## src/rtl/wb_pkg.sv

```systemverilog
// wb_pkg: shared types and widths for the writeback arbiter.
package wb_pkg;
  typedef enum logic [1:0] {SRC_ALU = 2'd0, SRC_FPU = 2'd1, SRC_MEM = 2'd2} src_t;
  localparam int REG_W = 5;
  localparam int XLEN_DEF = 32;
endpackage

```

## src/rtl/wb_arbiter_if.sv

```systemverilog
// wb_arbiter_if: three writeback sources in, one register-file write port out.
interface wb_arbiter_if #(parameter int XLEN = wb_pkg::XLEN_DEF);
  logic alu_valid, fpu_valid, mem_valid;
  logic alu_ready, fpu_ready, mem_ready;
  logic alu_fmode, fpu_fmode, mem_fmode;
  logic [wb_pkg::REG_W-1:0] alu_reg, fpu_reg, mem_reg;
  logic [XLEN-1:0] alu_data, fpu_data, mem_data;
  logic wenable, wfmode;
  logic [wb_pkg::REG_W-1:0] wreg;
  logic [XLEN-1:0] wdata;
  logic [1:0] wb_src;
  logic [15:0] stall_cnt;
  modport slave (
    input  alu_valid, fpu_valid, mem_valid, alu_fmode, fpu_fmode, mem_fmode,
           alu_reg, fpu_reg, mem_reg, alu_data, fpu_data, mem_data,
    output alu_ready, fpu_ready, mem_ready, wenable, wfmode, wreg, wdata, wb_src, stall_cnt
  );
  modport master (
    output alu_valid, fpu_valid, mem_valid, alu_fmode, fpu_fmode, mem_fmode,
           alu_reg, fpu_reg, mem_reg, alu_data, fpu_data, mem_data,
    input  alu_ready, fpu_ready, mem_ready, wenable, wfmode, wreg, wdata, wb_src, stall_cnt
  );
endinterface

```

## src/rtl/rr_arbiter3.sv

```systemverilog
// rr_arbiter3: three-way round-robin grant; pointer advances past each winner.
module rr_arbiter3 import wb_pkg::*; (
  input  logic       clk,
  input  logic       rst,
  input  logic [2:0] req,
  output logic [2:0] gnt
);
  src_t ptr;
  logic [2:0] r, f, raw;
  // rotate so the pointer's source sits at bit 0, pick first, rotate back
  always_comb begin
    r = ptr == SRC_FPU ? {req[0], req[2:1]} : ptr == SRC_MEM ? {req[1:0], req[2]} : req;
    f = r[0] ? 3'b001 : r[1] ? 3'b010 : {r[2], 2'b00};
    raw = ptr == SRC_FPU ? {f[1:0], f[2]} : ptr == SRC_MEM ? {f[0], f[2:1]} : f;
  end
  assign gnt = rst ? 3'b000 : raw;
  always_ff @(posedge clk) begin
    if (rst) ptr <= SRC_ALU;
    else if (gnt[0]) ptr <= SRC_FPU;
    else if (gnt[1]) ptr <= SRC_MEM;
    else if (gnt[2]) ptr <= SRC_ALU;
  end
endmodule

```

## src/rtl/wb_arbiter.sv

```systemverilog
// wb_arbiter: round-robin writeback arbiter with one-cycle registered write port.
module wb_arbiter import wb_pkg::*; #(
  parameter int DROP_ZERO = 1,
  parameter int XLEN = XLEN_DEF
) (
  input logic clk,
  input logic rst,
  wb_arbiter_if.slave bus
);
  logic [2:0] req, gnt;
  logic sel_fmode, wen_q, stall;
  logic [REG_W-1:0] sel_reg;
  logic [XLEN-1:0] sel_data;
  src_t sel_src;
  assign req = {bus.mem_valid, bus.fpu_valid, bus.alu_valid};
  rr_arbiter3 u_rr (.clk(clk), .rst(rst), .req(req), .gnt(gnt));
  assign bus.alu_ready = gnt[0];
  assign bus.fpu_ready = gnt[1];
  assign bus.mem_ready = gnt[2];
  always_comb begin
    sel_fmode = gnt[2] ? bus.mem_fmode : gnt[1] ? bus.fpu_fmode : bus.alu_fmode;
    sel_reg = gnt[2] ? bus.mem_reg : gnt[1] ? bus.fpu_reg : bus.alu_reg;
    sel_data = gnt[2] ? bus.mem_data : gnt[1] ? bus.fpu_data : bus.alu_data;
    sel_src = gnt[2] ? SRC_MEM : gnt[1] ? SRC_FPU : SRC_ALU;
    stall = $countones(req) > int'(|gnt);
  end
  // a write pending at the edge where reset arrives is suppressed, not issued
  assign bus.wenable = wen_q && !rst;
  always_ff @(posedge clk) begin
    if (rst) begin
      wen_q <= 1'b0;
      bus.wfmode <= 1'b0;
      bus.wreg <= '0;
      bus.wdata <= '0;
      bus.wb_src <= SRC_ALU;
      bus.stall_cnt <= '0;
    end else begin
      wen_q <= |gnt && !(DROP_ZERO != 0 && !sel_fmode && sel_reg == '0);
      if (|gnt) begin
        bus.wfmode <= sel_fmode;
        bus.wreg <= sel_reg;
        bus.wdata <= sel_data;
        bus.wb_src <= sel_src;
      end
      if (stall && bus.stall_cnt != 16'hFFFF) bus.stall_cnt <= bus.stall_cnt + 16'd1;
    end
  end
endmodule

```

## src/flat_wrapper.sv

```systemverilog
// flat-port wrapper written by rule: the top's interface ports become plain ports
module wb_arbiter_flat import wb_pkg::*;
#(
  parameter int DROP_ZERO = 1,
  parameter int XLEN = XLEN_DEF
)
  (clk, rst, bus_alu_valid, bus_fpu_valid, bus_mem_valid, bus_alu_fmode, bus_fpu_fmode, bus_mem_fmode, bus_alu_reg, bus_fpu_reg, bus_mem_reg, bus_alu_data, bus_fpu_data, bus_mem_data, bus_alu_ready, bus_fpu_ready, bus_mem_ready, bus_wenable, bus_wfmode, bus_wreg, bus_wdata, bus_wb_src, bus_stall_cnt);
  wb_arbiter_if #(.XLEN(XLEN)) bus_i ();
  input logic clk;
  input logic rst;
  input wire logic [$bits(bus_i.alu_valid)-1:0] bus_alu_valid;
  input wire logic [$bits(bus_i.fpu_valid)-1:0] bus_fpu_valid;
  input wire logic [$bits(bus_i.mem_valid)-1:0] bus_mem_valid;
  input wire logic [$bits(bus_i.alu_fmode)-1:0] bus_alu_fmode;
  input wire logic [$bits(bus_i.fpu_fmode)-1:0] bus_fpu_fmode;
  input wire logic [$bits(bus_i.mem_fmode)-1:0] bus_mem_fmode;
  input wire logic [$bits(bus_i.alu_reg)-1:0] bus_alu_reg;
  input wire logic [$bits(bus_i.fpu_reg)-1:0] bus_fpu_reg;
  input wire logic [$bits(bus_i.mem_reg)-1:0] bus_mem_reg;
  input wire logic [$bits(bus_i.alu_data)-1:0] bus_alu_data;
  input wire logic [$bits(bus_i.fpu_data)-1:0] bus_fpu_data;
  input wire logic [$bits(bus_i.mem_data)-1:0] bus_mem_data;
  output wire logic [$bits(bus_i.alu_ready)-1:0] bus_alu_ready;
  output wire logic [$bits(bus_i.fpu_ready)-1:0] bus_fpu_ready;
  output wire logic [$bits(bus_i.mem_ready)-1:0] bus_mem_ready;
  output wire logic [$bits(bus_i.wenable)-1:0] bus_wenable;
  output wire logic [$bits(bus_i.wfmode)-1:0] bus_wfmode;
  output wire logic [$bits(bus_i.wreg)-1:0] bus_wreg;
  output wire logic [$bits(bus_i.wdata)-1:0] bus_wdata;
  output wire logic [$bits(bus_i.wb_src)-1:0] bus_wb_src;
  output wire logic [$bits(bus_i.stall_cnt)-1:0] bus_stall_cnt;
  assign bus_i.alu_valid = bus_alu_valid;
  assign bus_i.fpu_valid = bus_fpu_valid;
  assign bus_i.mem_valid = bus_mem_valid;
  assign bus_i.alu_fmode = bus_alu_fmode;
  assign bus_i.fpu_fmode = bus_fpu_fmode;
  assign bus_i.mem_fmode = bus_mem_fmode;
  assign bus_i.alu_reg = bus_alu_reg;
  assign bus_i.fpu_reg = bus_fpu_reg;
  assign bus_i.mem_reg = bus_mem_reg;
  assign bus_i.alu_data = bus_alu_data;
  assign bus_i.fpu_data = bus_fpu_data;
  assign bus_i.mem_data = bus_mem_data;
  assign bus_alu_ready = bus_i.alu_ready;
  assign bus_fpu_ready = bus_i.fpu_ready;
  assign bus_mem_ready = bus_i.mem_ready;
  assign bus_wenable = bus_i.wenable;
  assign bus_wfmode = bus_i.wfmode;
  assign bus_wreg = bus_i.wreg;
  assign bus_wdata = bus_i.wdata;
  assign bus_wb_src = bus_i.wb_src;
  assign bus_stall_cnt = bus_i.stall_cnt;
  wb_arbiter #(.DROP_ZERO(DROP_ZERO), .XLEN(XLEN)) u_core (.clk(clk), .rst(rst), .bus(bus_i));
endmodule
```

## config.mk

```make
export PLATFORM = sky130hd
export DESIGN_NAME = wb_arbiter_flat
export DESIGN_NICKNAME = d
export VERILOG_FILES = /design/src/rtl/wb_pkg.sv /design/src/rtl/wb_arbiter_if.sv /design/src/rtl/rr_arbiter3.sv /design/src/rtl/wb_arbiter.sv /design/src/flat_wrapper.sv
export SDC_FILE = /design/constraint.sdc
export NUM_CORES = 1
export LEC_CHECK = 0
export ABC_AREA = 1
export ABC_CLOCK_PERIOD_IN_PS = 5800
export CORE_MARGIN = 1.5
export CORE_UTILIZATION = 40
export DETAILED_ROUTE_END_ITERATION = 8
export GPL_TIMING_DRIVEN = 1
export PLACE_DENSITY = 0.81
export SYNTH_ARGS = -nofsm -noshare
export SYNTH_HDL_FRONTEND = slang
export SYNTH_HIERARCHICAL = 1
export SYNTH_SLANG_ARGS = --single-unit
```

## constraint.sdc

```tcl
create_clock -name clk -period 5.8 [get_ports clk]
set_clock_uncertainty 0.2 [all_clocks]
set_input_delay 1.16 -clock clk [delete_from_list [all_inputs] [get_ports clk]]
set_output_delay 1.16 -clock clk [all_outputs]
set_load 0.05 [all_outputs]
```

; ---- Yosys cells after proc, flatten, opt, wreduce, memory -nomap -nowiden
; Cells that the tools add are included.
[op_classes]
n_addsub = 3
n_reduce_logical = 12
mux = 18
n_eq_ne = 3
magnitude_cmp = 1
[op_table]
columns = operator, n
row1 = two-way mux 32 bit, 2
row2 = adder 32 x 1 -> 32 bit, 1
row3 = greater-than comparator 32 x 2 -> 1 bit, 1
row4 = two-way mux 3 bit, 7
row5 = adder 16 x 1 -> 16 bit (second input constant), 1
row6 = != test 16 bit (second input constant), 1
row7 = two-way mux 5 bit, 2
row8 = two-way mux 2 bit, 3
row9 = zero test 5 bit, 1
row10 = logical AND 1 bit, 4
row11 = two-way mux 1 bit, 4
row12 = zero test 1 bit, 3
row13 = nonzero test 3 bit, 1
row14 = OR reduction 3 bit, 1
row15 = adder 1 x 1 -> 2 bit, 1
row16 = equality test 2 x 1 -> 1 bit (second input constant), 1
row17 = equality test 2 bit (second input constant), 1
row18 = nonzero test 2 bit, 1
row19 = OR reduction 2 bit, 1
[totals]
ff_bits = 59
output_inout_bits = 60

; ---- Depth between registers and ports, before layout
; Gate-level depths: netlist of run 1.
[logic_depth]
ltp_word = 14
ltp_mapped = 21

; ---- Modules after synthesis
; The synthesis of run 1 kept the hierarchy.
[modules_own_cells]
columns = module, cells_each, seq_area_each_um2, n_inst, area_per_inst_um2
row1 = wb_arbiter, 440, 1141.1, 1, 3090.5
row2 = rr_arbiter3, 58, 40.0, 1, 339.1

; ---- Worst setup path after synthesis of run 1
; No wires, ideal clock.
[synth_path]
path_kind = input-to-reg
start = input port bus_fpu_valid
end = register u_core.bus.stall_cnt[12]
path_stages = 20
arrival_time_ps = 3770
setup_ps = 62
path_slack_ps = 1769
path_buffers = 2
cell_sequence = inv_1 > nand3_1 > nand3_1 > nand2_1 > nand3_1 > nand2_2 > o21ai_2 > nor2_2 > inv_1 > nand3_2 > buf_1 > ha_1 > o21ai_1 > inv_1 > nor2_1 > buf_6 > nand2_1 > nand2_1 > clkinv_1 > nor2_2
[synth_via]
elab_chain_cells = 10
elab_cells_between_ends = 12
cone_classes = add/sub (2) / order compare (1) / mux (7) / reduce/logical (2)
[synth_lines]
columns = item, line_no
row1 = "start, declared", flat_wrapper.sv:12  ; input wire logic [$bits(bus_i.fpu_valid)-1:0] bus_fpu_valid;
row2 = two-way mux 3 bit, rr_arbiter3.sv:12  ; r = ptr == SRC_FPU ? {req[0], req[2:1]} : ptr == SRC_MEM ? {req[1:0], req[2]} : req;
row3 = two-way mux 3 bit *, rr_arbiter3.sv:12
row4 = two-way mux 3 bit, rr_arbiter3.sv:13  ; f = r[0] ? 3'b001 : r[1] ? 3'b010 : {r[2], 2'b00};
row5 = two-way mux 3 bit *, rr_arbiter3.sv:13
row6 = two-way mux 3 bit, rr_arbiter3.sv:14  ; raw = ptr == SRC_FPU ? {f[1:0], f[2]} : ptr == SRC_MEM ? {f[0], f[2:1]} : f;
row7 = two-way mux 3 bit *, rr_arbiter3.sv:14
row8 = two-way mux 3 bit *, rr_arbiter3.sv:16  ; assign gnt = rst ? 3'b000 : raw;
row9 = net bus_alu_ready, flat_wrapper.sv:23  ; output wire logic [$bits(bus_i.alu_ready)-1:0] bus_alu_ready;
row10 = OR reduction 3 bit *, wb_arbiter.sv:25  ; stall = $countones(req) > int'(|gnt);
row11 = greater-than comparator 32 x 2 -> 1 bit *, wb_arbiter.sv:25
row12 = logical AND 1 bit *, wb_arbiter.sv:45  ; if (stall && bus.stall_cnt != 16'hFFFF) bus.stall_cnt <= bus.stall_cnt + 16'd1;
row13 = "end signal, assigned", wb_arbiter.sv:45
row14 = "end, declared", wb_arbiter_if.sv:16  ; output alu_ready, fpu_ready, mem_ready, wenable, wfmode, wreg, wdata, wb_src, stall_cnt
; Mark *: on every way through the listed nets, which the timed path passes. The rest lies on a longest branch.
; A chain may end at the register's enable or synchronous reset.

; ---- Final worst setup path of run 1
[layout_path]
start = input port bus_fpu_valid
end = output port bus_fpu_ready
[layout_via]
elab_chain_cells = 7
[layout_lines]
columns = item, line_no
row1 = two-way mux 3 bit, rr_arbiter3.sv:12
row2 = two-way mux 3 bit *, rr_arbiter3.sv:12
row3 = two-way mux 3 bit, rr_arbiter3.sv:13
row4 = two-way mux 3 bit *, rr_arbiter3.sv:13
row5 = two-way mux 3 bit, rr_arbiter3.sv:14
row6 = two-way mux 3 bit *, rr_arbiter3.sv:14
row7 = two-way mux 3 bit *, rr_arbiter3.sv:16
row8 = "end, declared", flat_wrapper.sv:24  ; output wire logic [$bits(bus_i.fpu_ready)-1:0] bus_fpu_ready;
; Every way passes the cells marked *; elsewhere a longest branch is shown, timed or not.

==> impl_metrics.toml, run 1 <==
[synthesis]
synth_cells = 498
synth-seq-cells = 59
netlist.area_leader.share_pct = 34.44
synth_simple_gate_area_share_pct = 32.87
postSynthAreaPerCell_um2 = 6.887
synth_flop_cell = "dfxtp_1"
ys.warnings.count = 6
synth_area_mm2 = 0.003430
synth_edf_count = 0
synth-xor-area-share_pct = 1.532
synth.distinct_cells = 33
yosys.area.top_type = "dfxtp_1"
synthAdderAreaFrac_pct = 1.313
netlist_top_cells_area = "dfxtp_1 (34%), nand2_1 (13%), o21ai_0 (6.7%)"
synth_top_family_by_area = "simple AND/OR/NAND/NOR gates"
synthArstFlopShare_pct = 0
synth-compound-area-share_pct = 22.29
synth_mux_area_share_pct = 0
synth_seq_area_share_pct = 34.44
synthesis.nets = 620

[setup_path]
cp.depth = 10
end_kind = "output port"
crit_chain = "clkdlybuf4s50_1 > inv_1 > nand3_1 > nand3_1 > nand2_1 > nand3_1 > nand3_1 > nand3_1 > inv_1 > clkdlybuf4s50_1"
slowest_stage = "clkdlybuf4s50_1"
cp_top_family = "buffers and inverters"
crit_fanout = 4
worstPathArrival_ns = 3.37
crit_buf_inv = 4
path_common_cell = "nand3_1"
critPathMaxStageDelay_ns = 0.83
critPathLaunchType = "primary input"
crit_required_ns = 4.44
reg2regPathDepth = 19
path_class = "primary input to output port"

[route]
antenna_left = 0
dr.pass1.iters = 5
num_vias = 4095
drc = 0
wl_per_cell_um = 14.76
wl_mm = 11.39
via_per_inst = 5.304
drtIter0Drc = 198

[pwr]
ir_drop_mv = 0.2191
p_clk_share_pct = 14.9
pwr-share-comb_pct = 61.1
power_frac_seq_pct = 24.0
p_int_mw = 1.282
power_switching_mw = 1.263
p_leak_nw = 2.141
p_total_mw = 2.545
power_density_mw_per_mm2 = 465.6
swShare_pct = 49.64

[global_route]
grt_overflow = 0
grt_usage_pct = 24.49
grt_pass1_vias = 3797
grt_first_pass_wirelength_mm = 17.51
antenna_found_initial = 0
grt_max_degree = 73

[min_path]
min_delay_path_depth = 1
hold_path_class = "register to register"

[clocking]
cts_root_buffer = "clkbuf_8"
cts_max_level = 3
cts_resized = 0
hold_buffers = 0
cts_buffers = 9
clock_tree.buffer_depth = 2
cts_setup_buffers = 0
clock_latency_ns = 0.32
clk_pin_slew_ns = 0.06
tritoncts = "yes"
clkSinkCount = 59

[finish]
layout.nets = 786
num_antenna_cells = 0
fillCellCount = 704
drive_above_1_share_pct = 11.99
syn2layout_area_growth_pct = 59.39

[timing]
timing_max_transition_violations_final = 0
setup_viol = 0
fin_crit_ns = 4.732
rsz0062_at_grt = "no"
maxSlewHeadroom_pct = 21.49
worst_slew_pin_slew_ns = 1.176
finalCritPeriodShare_pct = 81.58
max_freq_ghz = 0.2113
hold_violations = 0
fin_setup_tns_ns = 0

[floorplan]
io_pins = 179
core_mm2 = 0.008258
die_x_um = 95.60
initial_core_util_pct = 41.53
die-area_mm2 = 0.009138
fp.dieH_um = 95.60
num_rows = 33

[placement]
gp_congestion = 0.8603
port_buffers = 178
hpwl_mm = 8.390

[flow_run]
drv_cap = 0

[status]
outcome = "finished, final reports clean"
layer usage:
metal | up-vias | track usage, % | share of wire, %
li1 | 2009 | - | -
met3 | 21 | 5.104 | 6.0
met1 | 1909 | 27.72 | 40
met5 | - | 0 | 0
met2 | 156 | 44.54 | 52
met4 | 0 | 9.314 | 1.8
state kept, by name, summed over array words and instances (netlist names):
signal,count
u_core/u_rr/ptr,2
u_core/wen_q,1
u_core/bus.stall_cnt,16
u_core/bus.wb_src,2
u_core/bus.wfmode,1
u_core/bus.wdata,32
u_core/bus.wreg,5
cell usage after synthesis, types with 7 or more instances:
cell      number
a31oi_1       30
clkbuf_1      18
o211ai_1      30
nor2_1        26
nand2_2        8
a21oi_1       17
nand2_1      121
dfxtp_1       59
or2_2         30
o21ai_0       46
nand3_1       30
inv_1         28
buf_2          7
cell families after synthesis:
kind of cell / Yosys count
adders and majority gates: 3
and+or+nand+nor: 238
buffers and inverters: 64
xor gates and xnor gates: 6
DFF: 59
AOI/OAI and AO/OA: 128
through the flow:
stage	util, %	std cells	hold slack (ns)	area (µm²)	setup slack, ns
final	66.20	772	0.2774	5466	1.068
after global routing	66.20	772	0.2755	5466	0.9289
after CTS	66.20	772	0.2731	5466	1.117
after detailed placement	63.77	758	0.2512	5266	1.126
after global placement	63.77	758	0.2452	5266	1.189
after floorplan	-	498	0.3527	3430	1.769
worst register-to-register path: cells and delay by family (launching register included):
kind,cells,cell delay [ns]
AND/OR/NAND/NOR,11,1.34
buffers and inverters,6,0.72
flip-flops,1,0.51
adder cells (fa/ha/maj),1,0.30
AO/OA/AOI/OAI,1,0.30
cell usage in the layout, fill, tap and decap left out, types with 2 or more instances in the layout:
cell type,instances
clkdlybuf4s50_1,178
inv_2,3
inv_1,28
clkinv_1,2
xor2_1,3
xnor2_1,3
nand2_4,4
nor3_1,3
nand4_1,2
clkbuf_8,12
a21oi_1,17
a31oi_1,30
o21ai_1,2
or2_2,30
nand3_2,5
nand2_2,8
nor2_1,26
nand3_1,30
o21ai_0,46
buf_4,7
ha_1,2
nand2_1,121
nor2_2,5
nand3b_1,3
dfxtp_1,59
o211ai_1,30
final cells by class:
cell class	instances	area, µm²	share of cell area (%)
tap	105	131.4	2.403
clock inverter	2	35.03	0.6409
clock buffer	12	165.2	3.021
timing repair buffer	185	1834	33.55
multi-input combinational	375	1989	36.39
sequential	59	1181	21.61
inverter	34	130.1	2.380
power groups by stage:
stage	logic, mW	registers (mW)	clock network, mW
2_1_floorplan	0.669	1.00	0
3_3_place_gp	1.52	0.609	0
3_5_place_dp	1.55	0.616	0
4_1_cts	1.55	0.610	0.389
5_1_grt	1.66	0.625	0.403
6_report	1.56	0.610	0.379
path summary, 6_finish.rpt:
path / startpoint / endpoint / slack (ns)
max: bus_fpu_valid / bus_fpu_ready / 1.07
min: u_core/bus.wdata[29] / u_core/bus.wdata[29] / 0.28
max reg2reg: u_core/u_rr/ptr[1] / u_core/bus.stall_cnt[0] / 2.31
min reg2reg: u_core/bus.wdata[29] / u_core/bus.wdata[29] / 0.28
Power figures use the tool's default switching activity.
==> run 2: changes to the inputs <==
--- a/config.mk
+++ b/config.mk
@@ -6,12 +6,12 @@
 export NUM_CORES = 1
 export LEC_CHECK = 0
 export ABC_AREA = 1
-export ABC_CLOCK_PERIOD_IN_PS = 5800
+export ABC_CLOCK_PERIOD_IN_PS = 3800
 export CORE_MARGIN = 1.5
-export CORE_UTILIZATION = 40
+export CORE_UTILIZATION = 36
 export DETAILED_ROUTE_END_ITERATION = 8
 export GPL_TIMING_DRIVEN = 1
-export PLACE_DENSITY = 0.81
+export PLACE_DENSITY = 0.77
 export SYNTH_ARGS = -nofsm -noshare
 export SYNTH_HDL_FRONTEND = slang
 export SYNTH_HIERARCHICAL = 1
==> constraint.sdc (replaced) <==
create_clock -name clk -period 3.8 [get_ports clk]
set_clock_uncertainty 0.2 [all_clocks]
set_input_delay 0.76 -clock clk [delete_from_list [all_inputs] [get_ports clk]]
set_output_delay 0.76 -clock clk [all_outputs]
set_load 0.05 [all_outputs]
==> impl_metrics.toml, run 2 (synthesized netlist as in run 1, its figures left out) <==
[status]
outcome = "finished, final reports clean"

[pwr]
power_density_mw_per_mm2 = 703.1
ir_drop_mv = 0.3534
p_leak_nw = 2.167
p_total_mw = 3.895

[min_path]
min_to = "u_core/bus.wb_src[1]"
min_delay_path_depth = 2
worstHoldStart = "u_core/bus.wb_src[1]"
hold_path_class = "register to register"

[finish]
regMostFlops = "u_core/bus.wdata"
fin_area_mm2 = 0.005540
fillCellCount = 850
regArea_mm2 = 0.001181
final_common_cell = "clkdlybuf4s50_1"
layout.nets = 789
reg_top3 = "u_core/bus.wdata (32), u_core/bus.stall_cnt (16), u_core/bus.wreg (5)"
drive_above_1_share_pct = 13.10
final_core_util_pct = 59.96
multi_input_area_mm2 = 0.001989
final_cell_mix = "clkdlybuf4s50_1 (174), nand2_1 (121), dfxtp_1 (59)"
largest_reg_flops = 32
syn2layout_area_growth_pct = 61.55
num_antenna_cells = 0

[timing]
worst_slew_pin_slew_ns = 0.6437
hold_violations = 0
fin_setup_tns_ns = 0
setup_viol = 0
fin_hold_ws_ns = 0.2690
fin_crit_ns = 3.586
max_freq_ghz = 0.2789
maxSlewHeadroom_pct = 57.04
rsz0062_at_grt = "no"
finalCritPeriodShare_pct = 94.36
timing_max_transition_violations_final = 0

[setup_path]
crit_buf_inv = 5
reg2reg_slack_ns = 0.77
critPathMaxStageDelay_ns = 0.52
crit_chain = "clkdlybuf4s50_1 > inv_1 > nand3_1 > nand3_1 > nand2_1 > nand3_1 > nand3_1 > nand3_1 > inv_1 > buf_4 > buf_12"
reg2reg_from = "u_core/u_rr/ptr[1]"
end_kind = "output port"
path_class = "primary input to output port"
path_common_cell = "nand3_1"
crit_fanout = 40
rr_endpoint = "u_core/bus.stall_cnt[12]"
crit_required_ns = 2.84
reg2regPathDepth = 20
slowest_stage = "clkdlybuf4s50_1"
critPathLaunchType = "primary input"
worstPathArrival_ns = 2.63
cp_top_family = "buffers and inverters"

[route]
antenna_left = 0
via_per_inst = 4.985
dr.pass1.iters = 5
wl_per_cell_um = 13.96
drtIter0Drc = 131
drc = 0
num_vias = 3993
wl_mm = 11.18

[placement]
port_buffers = 178
place_area_mm2 = 0.005346
gp_congestion = 0.8788
hpwl_mm = 8.485

[clocking]
tritoncts = "yes"
clkSinkCount = 59
cts_resized = 0
cts_buffers = 9
clk_pin_slew_ns = 0.07
hold_buffers = 0
cts_root_buffer = "clkbuf_8"
clock_tree.buffer_depth = 2
clock_latency_ns = 0.32
cts_max_level = 3
cts_setup_buffers = 0

[floorplan]
initial_core_util_pct = 37.12
die_x_um = 100.6
die-area_mm2 = 0.01012
core_mm2 = 0.009240
io_pins = 179
fp.dieH_um = 100.6
num_rows = 35

[global_route]
grt_first_pass_wirelength_mm = 17.60
grt_usage_pct = 22.06
grt_overflow = 0
grt_max_degree = 73
grt_pass1_vias = 3701
antenna_found_initial = 0

[flow_run]
drv_cap = 0
[run 2: changes by cell type in the layout (fill, tap and decap cells not counted), sizes merged]
cell           previous run  this run
buf                       7        14
clkbuf                   12        11
clkdlybuf4s50           178       174
clkinv                    3         5
clkinvlp                  0         1
[run 2: report_power, final]
group / internal (mW) / switching, mW / total [mW]
clock network: 0.318 / 0.245 / 0.562
logic: 0.829 / 1.57 / 2.40
registers: 0.813 / 0.118 / 0.932
total: 1.96 / 1.94 / 3.90
[run 2: routing by layer]
metal  global-route usage (%)  part of all wire (%)  wire length (µm)  vias up
li1                         -                     -                 -     2024
met1                    24.55                    40              4508     1796
met2                    40.49                    50              5637      149
met3                    5.132                   6.7               747       24
met4                    8.451                   2.6               286        0
met5                        0                     0                 0        -
[run 2: stage by stage]
step                      setup WS (ns)  cells
final                            0.2142    801
after CTS                        0.2211    801
after floorplan                  0.1687    498
after global routing            0.09453    801
after global placement           0.2540    785
after detailed placement        0.07667    785
[run 2: worst min-delay path, stage by stage (launching register included)]
cell,delay (ns)
dfxtp_1,0.33
nand2_1,0.05
o21ai_0,0.06
[run 2: how the worst max path moves through the flow]
stage                   from                       end  cells past startpoint
5_1_grt        bus_fpu_valid             bus_mem_ready                     11
4_1_cts        bus_fpu_valid             bus_fpu_ready                     11
6_report       bus_fpu_valid             bus_fpu_ready                     11
2_1_floorplan  bus_fpu_valid  u_core/bus.stall_cnt[12]                     20
3_5_place_dp   bus_mem_valid  u_core/bus.stall_cnt[12]                     19
3_3_place_gp   bus_mem_valid  u_core/bus.stall_cnt[12]                     19
[run 2: layout make-up]
| type | count | area share [%] |
|---|---|---|
| tap | 129 | 2.913 |
| clock inverter | 5 | 0.9485 |
| clock buffer | 11 | 2.552 |
| timing repair buffer | 188 | 34.01 |
| inverter | 34 | 2.349 |
| multi-input combinational | 375 | 35.91 |
| sequential | 59 | 21.32 |
==> run 3: changes to the inputs <==
--- a/config.mk
+++ b/config.mk
@@ -5,13 +5,14 @@
 export SDC_FILE = /design/constraint.sdc
 export NUM_CORES = 1
 export LEC_CHECK = 0
-export ABC_AREA = 1
 export ABC_CLOCK_PERIOD_IN_PS = 3800
+export CAP_MARGIN = 20
 export CORE_MARGIN = 1.5
 export CORE_UTILIZATION = 36
 export DETAILED_ROUTE_END_ITERATION = 8
 export GPL_TIMING_DRIVEN = 1
-export PLACE_DENSITY = 0.77
+export PLACE_DENSITY = 0.78
+export SKIP_LAST_GASP = 1
 export SYNTH_ARGS = -nofsm -noshare
 export SYNTH_HDL_FRONTEND = slang
 export SYNTH_HIERARCHICAL = 1
==> impl_metrics.toml, run 3 <==
[clocking]
cts_setup_buffers = 0
hold_buffers = 0
clock_latency_ns = 0.33
tritoncts = "yes"
cts_root_buffer = "clkbuf_8"
clock_tree.buffer_depth = 2
clk_pin_slew_ns = 0.06
cts_max_level = 3
cts_resized = 0
cts_buffers = 9
clkSinkCount = 59

[route]
dr.pass1.iters = 7
m1WireLength_mm = 3.790
num_vias = 3701
wl_met3_um = 806
top_layer = "met4"
wl_per_cell_um = 13.78
drc = 6
wl_mm = 9.892
route.met2.wl_mm = 5.216
antenna_left = 0
via_per_inst = 5.155
drtIter0Drc = 99

[floorplan]
num_rows = 34
die_x_um = 98.97
core_mm2 = 0.008806
fp.dieH_um = 98.97
io_pins = 179
die-area_mm2 = 0.009795
initial_core_util_pct = 37.65

[finish]
reg_top3 = "u_core/bus.wdata (32), u_core/bus.stall_cnt (16), u_core/bus.wreg (5)"
regMostFlops = "u_core/bus.wdata"
final_cell_mix = "clkdlybuf4s50_1 (174), nand2_1 (120), dfxtp_1 (59)"
fin_area_mm2 = 0.005440
num_antenna_cells = 0
drive_above_1_share_pct = 7.213
syn2layout_area_growth_pct = 64.08
layout.nets = 727
fillCellCount = 785
final_common_cell = "clkdlybuf4s50_1"
final_core_util_pct = 61.78
largest_reg_flops = 32

[timing]
fin_hold_ws_ns = 0.2492
worst_slew_pin_slew_ns = 0.7002
fin_crit_ns = 3.489
rsz0062_at_grt = "no"
max_freq_ghz = 0.2866
hold_violations = 0
finalCritPeriodShare_pct = 91.81
maxSlewHeadroom_pct = 53.32
timing_max_transition_violations_final = 0
setup_viol = 0
fin_setup_tns_ns = 0

[setup_path]
reg2reg_slack_ns = 0.79
rr_endpoint = "u_core/bus.stall_cnt[13]"
reg2regPathDepth = 10
endpoint = "bus_fpu_ready"
crit_required_ns = 2.84
worstPathArrival_ns = 2.53
crit_start = "bus_alu_valid"
end_kind = "output port"
reg2reg_from = "u_core/u_rr/ptr[1]"
crit_fanout = 40
critPathLaunchType = "primary input"
path_class = "primary input to output port"

[min_path]
min_delay_path_depth = 2
hold_path_class = "register to register"

[synthesis]
ys.warnings.count = 6
synth-seq-cells = 59
synth.distinct_cells = 47
postSynthAreaPerCell_um2 = 7.587
synthTopCellsByCount = "nand2_1 (120), dfxtp_1 (59), a21oi_1 (50), mux2i_1 (39), o21ai_0 (38)"
synthesis.nets = 559
netlist_top_cells_area = "dfxtp_1 (36%), nand2_1 (14%), mux2i_1 (12%)"
yosys.area.top_type = "dfxtp_1"
synth_area_mm2 = 0.003316
synth_flop_cell = "dfxtp_1"
synth_edf_count = 0
synthArstFlopShare_pct = 0
netlist.area_leader.share_pct = 35.62
synth_seq_area_share_pct = 35.62
yosysMostFrequentCell = "nand2_1"
synth_cells = 437

[global_route]
grt_overflow = 0
antenna_found_initial = 0
grt_pass1_vias = 3515
grt_max_degree = 80
grt_usage_pct = 20.59
grt_first_pass_wirelength_mm = 16.08

[pwr]
pwr-share-comb_pct = 31.8
swShare_pct = 32.07
p_clk_share_pct = 32.7
ir_drop_mv = 0.1762
p_total_mw = 1.977
p_int_mw = 1.343
power_switching_mw = 0.6342
p_leak_nw = 1.888
power_frac_seq_pct = 35.5
power_density_mw_per_mm2 = 363.5

[placement]
gp_congestion = 0.8169
hpwl_mm = 7.375
port_buffers = 178
place_area_mm2 = 0.005214

[status]
violations = "DRC"
outcome = "complete, but fails checks"

[flow_run]
drv_cap = 0
run 3: logic make-up (layout without fill, tap and decap cells):
| kind of cell | count (synthesis) | after routing | synth area share [%] |
|---|---|---|---|
| muxes | 42 | 42 | 12.79 |
| DFF | 59 | 59 | 35.62 |
| adders and majority gates | 3 | 3 | 1.358 |
| and+or+nand+nor | 180 | 180 | 25.55 |
| AOI/OAI and AO/OA | 110 | 110 | 19.06 |
| buffers and inverters | 43 | 216 | 5.623 |
run 3: critical path: stages:
cell and delay [ns]:
clkdlybuf4s50_1 0.53, a21oi_1 0.19, o2111a_2 0.24, buf_4 0.58, buf_12 0.22
run 3: routing by layer:
| metal | vias to the layer above | global-route usage [%] |
|---|---|---|
| li1 | 1861 | - |
| met1 | 1704 | 21.50 |
| met2 | 128 | 38.14 |
| met3 | 8 | 8.014 |
| met4 | 0 | 5.824 |
| met5 | - | 0 |
run 3: metrics by stage:
stage | setup WS [ns] | cells
6_report | 0.3111 | 718
5_1_grt | 0.1754 | 718
4_1_cts | 0.3083 | 718
3_5_place_dp | 0.02747 | 702
3_3_place_gp | 0.1075 | 702
2_1_floorplan | 0.01500 | 437
run 3: worst min path at each step:
stage	startpoint	end
final	u_core/bus.wdata[13]	u_core/bus.wdata[13]
after global routing	u_core/bus.wdata[5]	u_core/bus.wdata[5]
after CTS	u_core/bus.wdata[5]	u_core/bus.wdata[5]
after global placement	u_core/bus.wdata[12]	u_core/bus.wdata[12]
after floorplan	u_core/u_rr/ptr[0]	u_core/u_rr/ptr[0]
after detailed placement	u_core/bus.wdata[5]	u_core/bus.wdata[5]
run 3: layout make-up:
cell class | count | area, µm² | share of cell area [%]
Timing Repair Buffer | 189 | 1877 | 34.50
Inverter | 11 | 41.29 | 0.7590
Tap cell | 108 | 135.1 | 2.484
Sequential cell | 59 | 1181 | 21.71
Clock inverter | 5 | 75.07 | 1.380
Multi-Input combinational cell | 335 | 1979 | 36.38
Clock buffer | 11 | 151.4 | 2.783
run 3: power by group through the flow:
stage	logic [mW]	clock network [mW]	registers, mW
final	0.630	0.647	0.701
after global routing	0.676	0.692	0.708
after CTS	0.635	0.665	0.702
after detailed placement	0.633	0	0.715
after global placement	0.624	0	0.712
after floorplan	0.212	0	0.862
